==> src/rtl/conv_feeder.sv <==
// Streams a latched 3x3 binary kernel and then one feature map, bit-serially,
// into a convolution engine, fetching feature bytes through a one-deep prefetch.
module conv_feeder #(
  parameter int IMG0 = 784,
  parameter int IMG1 = 144
) (
  input  logic       clk,
  input  logic       rst,
  input  logic       cfg_start,
  input  logic       cfg_mode,
  input  logic [8:0] cfg_weight,
  input  logic       s_valid,
  input  logic [7:0] s_data,
  output logic       s_ready,
  input  logic       conv_done,
  output logic       start,
  output logic       din,
  output logic       state,
  output logic       weight_en,
  output logic       weight,
  output logic       busy,
  output logic       feed_done,
  output logic       err_underrun
);

  localparam int NMAX = (IMG0 > IMG1) ? IMG0 : IMG1;
  localparam int CW   = $clog2(NMAX) + 1;
  localparam int SW   = $clog2(NMAX / 8 + 1);

  localparam logic [CW-1:0] LAST0 = CW'(IMG0 - 1);
  localparam logic [CW-1:0] LAST1 = CW'(IMG1 - 1);
  localparam logic [CW-1:0] WLAST = CW'(8);
  localparam logic [SW-1:0] NB0   = SW'(IMG0 / 8);
  localparam logic [SW-1:0] NB1   = SW'(IMG1 / 8);

  typedef enum logic [2:0] {
    S_IDLE, S_LOAD_W, S_GAP, S_STREAM, S_WAIT_DONE, S_FINISH
  } state_t;

  state_t          state_q, state_d;
  logic [CW-1:0]   cnt_q, cnt_d;
  logic            mode_q, mode_d;
  logic [8:0]      wgt_q, wgt_d;
  logic [7:0]      shift_q, shift_d;
  logic [7:0]      pf_q, pf_d;
  logic            pf_full_q, pf_full_d;
  logic [SW-1:0]   slots_q, slots_d;
  logic            err_q, err_d;
  logic            start_q, start_d;
  logic            din_q, din_d;
  logic            mode_out_q, mode_out_d;
  logic            weight_en_q, weight_en_d;
  logic            weight_q, weight_d;
  logic            busy_q, busy_d;
  logic            feed_done_q, feed_done_d;
  logic            s_ready_q, s_ready_d;

  logic            hs;
  logic [CW-1:0]   last_cnt;
  logic [SW-1:0]   nbytes;
  logic            fetch_state;

  // Reset must block a held s_valid in the very cycle it is asserted.
  assign s_ready = s_ready_q & ~rst;
  assign hs      = s_valid & s_ready_q;

  always_comb begin
    state_d   = state_q;
    cnt_d     = cnt_q;
    mode_d    = mode_q;
    wgt_d     = wgt_q;
    shift_d   = shift_q;
    pf_d      = pf_q;
    pf_full_d = pf_full_q;
    slots_d   = slots_q;
    err_d     = err_q;
    din_d     = 1'b0;
    last_cnt  = mode_q ? LAST1 : LAST0;

    case (state_q)
      S_IDLE: begin
        if (cfg_start) begin
          state_d   = S_LOAD_W;
          cnt_d     = '0;
          mode_d    = cfg_mode;
          wgt_d     = cfg_weight;
          err_d     = 1'b0;
          shift_d   = '0;
          pf_full_d = 1'b0;
          slots_d   = '0;
        end
      end
      S_LOAD_W: begin
        if (cnt_q == WLAST) begin
          state_d = S_GAP;
          cnt_d   = '0;
        end else begin
          cnt_d = cnt_q + CW'(1);
        end
      end
      S_GAP: begin
        state_d = S_STREAM;
        cnt_d   = '0;
      end
      S_STREAM: begin
        if (cnt_q == last_cnt) begin
          state_d = S_WAIT_DONE;
          cnt_d   = '0;
        end else begin
          cnt_d = cnt_q + CW'(1);
        end
      end
      S_WAIT_DONE: begin
        if (conv_done) state_d = S_FINISH;
      end
      S_FINISH: begin
        state_d = S_IDLE;
      end
      default: begin
        state_d = S_IDLE;
      end
    endcase

    // hs only happens with the prefetch empty, so it never collides with a reload.
    if (hs) begin
      pf_d      = s_data;
      pf_full_d = 1'b1;
      slots_d   = slots_q + SW'(1);
    end

    // Bits are produced against the cycle about to be entered so din stays registered.
    if (state_d == S_STREAM) begin
      if (cnt_d[2:0] == 3'd0) begin
        if (pf_full_q) begin
          shift_d   = {1'b0, pf_q[7:1]};
          din_d     = pf_q[0];
          pf_full_d = 1'b0;
        end else begin
          shift_d = '0;
          din_d   = 1'b0;
          err_d   = 1'b1;
          slots_d = slots_d + SW'(1);
        end
      end else begin
        din_d   = shift_q[0];
        shift_d = {1'b0, shift_q[7:1]};
      end
    end

    nbytes      = mode_d ? NB1 : NB0;
    fetch_state = (state_d == S_LOAD_W) || (state_d == S_GAP) || (state_d == S_STREAM);
    start_d     = (state_d == S_STREAM);
    weight_en_d = (state_d == S_LOAD_W);
    weight_d    = (state_d == S_LOAD_W) ? wgt_d[cnt_d[3:0]] : 1'b0;
    busy_d      = (state_d != S_IDLE);
    feed_done_d = (state_d == S_FINISH);
    mode_out_d  = (state_d != S_IDLE) & mode_d;
    s_ready_d   = fetch_state && !pf_full_d && (slots_d < nbytes);
  end

  always_ff @(posedge clk) begin
    if (rst) begin
      state_q     <= S_IDLE;
      cnt_q       <= '0;
      mode_q      <= 1'b0;
      wgt_q       <= '0;
      shift_q     <= '0;
      pf_q        <= '0;
      pf_full_q   <= 1'b0;
      slots_q     <= '0;
      err_q       <= 1'b0;
      start_q     <= 1'b0;
      din_q       <= 1'b0;
      mode_out_q  <= 1'b0;
      weight_en_q <= 1'b0;
      weight_q    <= 1'b0;
      busy_q      <= 1'b0;
      feed_done_q <= 1'b0;
      s_ready_q   <= 1'b0;
    end else begin
      state_q     <= state_d;
      cnt_q       <= cnt_d;
      mode_q      <= mode_d;
      wgt_q       <= wgt_d;
      shift_q     <= shift_d;
      pf_q        <= pf_d;
      pf_full_q   <= pf_full_d;
      slots_q     <= slots_d;
      err_q       <= err_d;
      start_q     <= start_d;
      din_q       <= din_d;
      mode_out_q  <= mode_out_d;
      weight_en_q <= weight_en_d;
      weight_q    <= weight_d;
      busy_q      <= busy_d;
      feed_done_q <= feed_done_d;
      s_ready_q   <= s_ready_d;
    end
  end

  assign start        = start_q;
  assign din          = din_q;
  assign state        = mode_out_q;
  assign weight_en    = weight_en_q;
  assign weight       = weight_q;
  assign busy         = busy_q;
  assign feed_done    = feed_done_q;
  assign err_underrun = err_q;

endmodule

==> config.mk <==
export PLATFORM = sky130hd
export DESIGN_NAME = conv_feeder
export DESIGN_NICKNAME = d
export VERILOG_FILES = /design/src/rtl/conv_feeder.sv
export SDC_FILE = /design/constraint.sdc
export NUM_CORES = 1
export LEC_CHECK = 0
export ABC_AREA = 0
export CAP_MARGIN = 20
export CORE_MARGIN = 2
export CORE_UTILIZATION = 60
export DETAILED_ROUTE_END_ITERATION = 8
export HOLD_SLACK_MARGIN = 0.03
export PLACE_DENSITY = 0.88
export SYNTH_ARGS = -nofsm -noshare
export SYNTH_HDL_FRONTEND = slang
export SYNTH_SLANG_ARGS = --single-unit
==> constraint.sdc <==
create_clock -name clk -period 5.4 [get_ports clk]
set_input_delay 1.08 -clock clk [delete_from_list [all_inputs] [get_ports clk]]
set_output_delay 1.08 -clock clk [all_outputs]
set_load 0.1 [all_outputs]
==> summary.md <==
| Metric | Value |
|---|---|
| PostCTS Resize Cnt | `0` |
| Register area | `1121 um^2` |
| Final min period | `3.955 ns` |
| Worst setup SP type | `primary input` |
| RSZ-0062 raised after global routing | `false` |
| Tcrit/Tclk final | `0.7324` |
| # IOs | `32` |
| Clk_lat worst skew | `approximately 0.31 ns` |
| Maximum Capacitance Violations | `0` |
| Fin Setup TNS | `0 ns` |
| Status | `complete, no violations` |
| Root Buffer | `clkbuf_8` |
| Initial core utilization | `0.6195` |
| GRT Residual Overflow | `0` |
| Netlist cell types | `70` |
| Post-Place Worst Slack | `~1.1 ns` |
| Pleak | `between 1 and 1.5 nW` |
| Worst-path fanout max | `14` |
| Worst R2R Start | `state_q[1]` |
| Critical R2R Capture | `s_ready_q` |
| Gr usage total | `0.2509` |
| PortBufs | `31` |
| DP Wirelength | `4.649 mm` |
| H-tree Lvls | `2` |
| CP startpoint | `cfg_start` |
| Post-Syn Instances | `335` |
| Clk sink count | `56` |
| R2r worst-path depth | `13` |
| DRT antenna net count | `0` |
| Skew final | `a little under 0.01 ns` |
| Peak supply drop | `between 0.00015 and 0.0002 V` |
| PD cells | `242.5 nW/um^2` |
| Critical path endpoint | `s_ready_q` |
| Post CTS Setup Buffer Count | `0` |
| Number of flops mapped to enable cells by yosys | `0` |
| Core Rows | `25` |
| Ys Warns | `0` |
| Synth Flop Type | `dfxtp_1` |
| Area of the multi-input gates | `between 1500 and 2000 um^2` |
| Ys async rst share | `0` |
| Drt first pass iters | `6` |
| Syn Nets | `365` |
| WL per Instance | `between 15 and 20 um` |
| WP data arrival | `4.21 ns` |
| R2r setup slk | `between 1.5 and 2 ns` |
| Die X | `73.60 um` |
| #FFs+latches synth | `56` |
| Routability cong. | `between 0.9 and 1` |
| Critical Path RT | `5.65 ns` |
| Routed via count | `2495` |
| Final Hold Viols | `0` |
| Fill count | `about 390` |
| Drt total wl | `6.309 mm` |
| Cell area after synthesis | `2907 um^2` |
| Core area | `4692 um^2` |
| Final setup fails | `0` |
| Die height | `approximately 74 um` |
| F_max | `approximately 250 MHz` |
| Slew margin rel. | `0.3530` |
| Final worst slack | `1.445 ns` |
| Total CTS buffers | `5` |
| Initial antenna violation count | `0` |
| Initial DRC count | `239` |
| Antenna diodes | `0` |
| Worst-margin pin slew | `roughly 0.97 ns` |
| Setup CP Type | `in -> reg` |
| Vias per cell | `around 6.0` |
| Seq/Total Area, Yosys | `0.3857` |
| Vias in the first global route | `2344` |
| Clock Path Buffers | `2` |
| Drt drc | `0` |
| First-pass GRT wire length | `between 10 and 15 mm` |
| Slew Limit Fails | `0` |
| Pin count of the biggest net entering global routing | `45` |
| Post-cts hold buffer count | `0` |
| Avg Inst Size Synth | `8.676 um^2` |
| HP Class | `reg -> reg` |
| Layout Nets | `a little under 400` |
| Layout cells sized above 1 | `0.09972` |
| Die area | `5417 um^2` |
| Critical path capture point type | `flop` |
| CTS tree | `yes` |
| Clock transition at path regs | `0.10 ns` |
| Area delta synth->final | `13.26%` |
==> placed cells by master (no fill, tap or decap), drive strengths merged, types with 3 or more instances in the layout <==
cell,netlist,routed
mux2i,6,6
nor2b,7,7
ha,7,7
xnor2,5,5
inv,8,8
clkbuf,10,5
a21oi,29,29
clkdlybuf4s50,0,30
nor4,4,4
or2,5,5
buf,5,3
nand2,48,48
nor2,43,43
a21o,3,3
o21ai,11,11
nand3,7,7
dfxtp,56,56
or3,6,6
and3,8,8
a222oi,5,5
nor3,3,3
nand4,4,4
xor2,8,8
a22oi,3,3
==> report_power, final <==
group / internal, mW / total [mW] / switching [mW]
Sequential: 0.426 / 0.437 / 0.0104
Combinational: 0.0484 / 0.128 / 0.0800
Clock: 0.0922 / 0.233 / 0.141
Total: 0.567 / 0.798 / 0.232
==> routing by layer <==
| metal | vias to the layer above | share of wire | global-route usage |
|---|---|---|---|
| met3 | 8 | 0.062 | 0.04527 |
| met5 | - | 0 | 0 |
| met4 | 0 | 0.015 | 0.07475 |
| li1 | 1243 | - | - |
| met2 | 73 | 0.50 | 0.4236 |
| met1 | 1171 | 0.42 | 0.3262 |
==> metrics by stage <==
step	instance area, um^2	instances	hold WS [ns]	utilization	power, mW
5_1_grt	3292	415	0.4837	0.7016	0.8305
3_3_place_gp	3199	407	0.4423	0.6819	0.5705
6_report	3292	415	0.4597	0.7016	0.7983
3_5_place_dp	3199	407	0.4500	0.6819	0.5737
4_1_cts	3292	415	0.4634	0.7016	0.8001
2_1_floorplan	2907	335	0.4319	-	0.5351
==> Yosys cell counts, types with 2 or more instances <==
master | number | area [um^2]
nand3_1 | 7 | 35.03
dfxtp_1 | 56 | 1121
nor2b_1 | 7 | 43.79
or2_2 | 4 | 25.02
nand4_1 | 4 | 25.02
and3_1 | 7 | 43.79
nor2_1 | 42 | 157.7
o21bai_1 | 2 | 15.01
buf_6 | 5 | 56.30
clkbuf_1 | 9 | 33.78
nand2_1 | 47 | 176.4
o21ai_0 | 8 | 40.04
nand2b_1 | 2 | 12.51
xnor2_1 | 5 | 43.79
o31a_1 | 2 | 17.52
a21o_1 | 3 | 22.52
inv_1 | 8 | 30.03
mux2i_1 | 6 | 60.06
and4bb_1 | 2 | 25.02
a211oi_1 | 2 | 15.01
nor4_1 | 2 | 12.51
a21oi_1 | 29 | 145.1
a222oi_1 | 5 | 50.05
a31oi_1 | 2 | 12.51
xor2_1 | 8 | 70.07
a22oi_2 | 2 | 25.02
o311ai_1 | 2 | 17.52
nor3_1 | 3 | 15.01
or3_1 | 6 | 37.54
ha_1 | 7 | 87.58
nand3b_1 | 2 | 15.01
==> state kept, by name (all words and copies together), names as in the netlist, 3 cells and up <==
register,cells
pf_q,8
slots_q,7
shift_q,7
wgt_q,9
cnt_q,11
state_q,3
==> area by class of cell <==
| class | count | area share |
|---|---|---|
| Multi-Input combinational cell | 256 | 0.5036 |
| Sequential cell | 56 | 0.3406 |
| Timing Repair Buffer | 33 | 0.09806 |
| Clock buffer | 5 | 0.02090 |
| Tap cell | 54 | 0.02052 |
| Inverter | 8 | 0.009122 |
| Clock inverter | 3 | 0.007222 |
==> worst max-delay path, cell delays in order <==
cell             delay [ns]
clkdlybuf4s50_1        0.49
nand3b_1               0.45
and3_1                 0.24
a21oi_1                0.07
inv_1                  0.10
ha_1                   0.23
or3b_2                 0.49
nor4_2                 0.19
xnor2_1                0.20
ha_1                   0.29
a21oi_1                0.15
nand4_1                0.11
a21oi_1                0.13
==> kinds of logic after synthesis <==
family | Yosys count | share of synthesized area
muxes | 7 | 0.02454
xor gates and xnor gates | 13 | 0.03917
buffers and inverters | 23 | 0.04391
and+or+nand+nor | 152 | 0.2746
DFF | 56 | 0.3857
adders and majority gates | 7 | 0.03013
AOI/OAI and AO/OA | 77 | 0.2019
==> how the worst min path moves through the flow <==
stage,start,to,slack [ns],cells past startpoint
6_report,wgt_q[6],wgt_q[6],0.46,2
5_1_grt,wgt_q[6],wgt_q[6],0.48,2
4_1_cts,wgt_q[3],wgt_q[3],0.46,2
3_5_place_dp,wgt_q[3],wgt_q[3],0.45,2
3_3_place_gp,pf_q[1],pf_q[1],0.44,2
2_1_floorplan,pf_q[0],pf_q[0],0.43,2
Note: power is estimated with default switching activity, not from simulation.
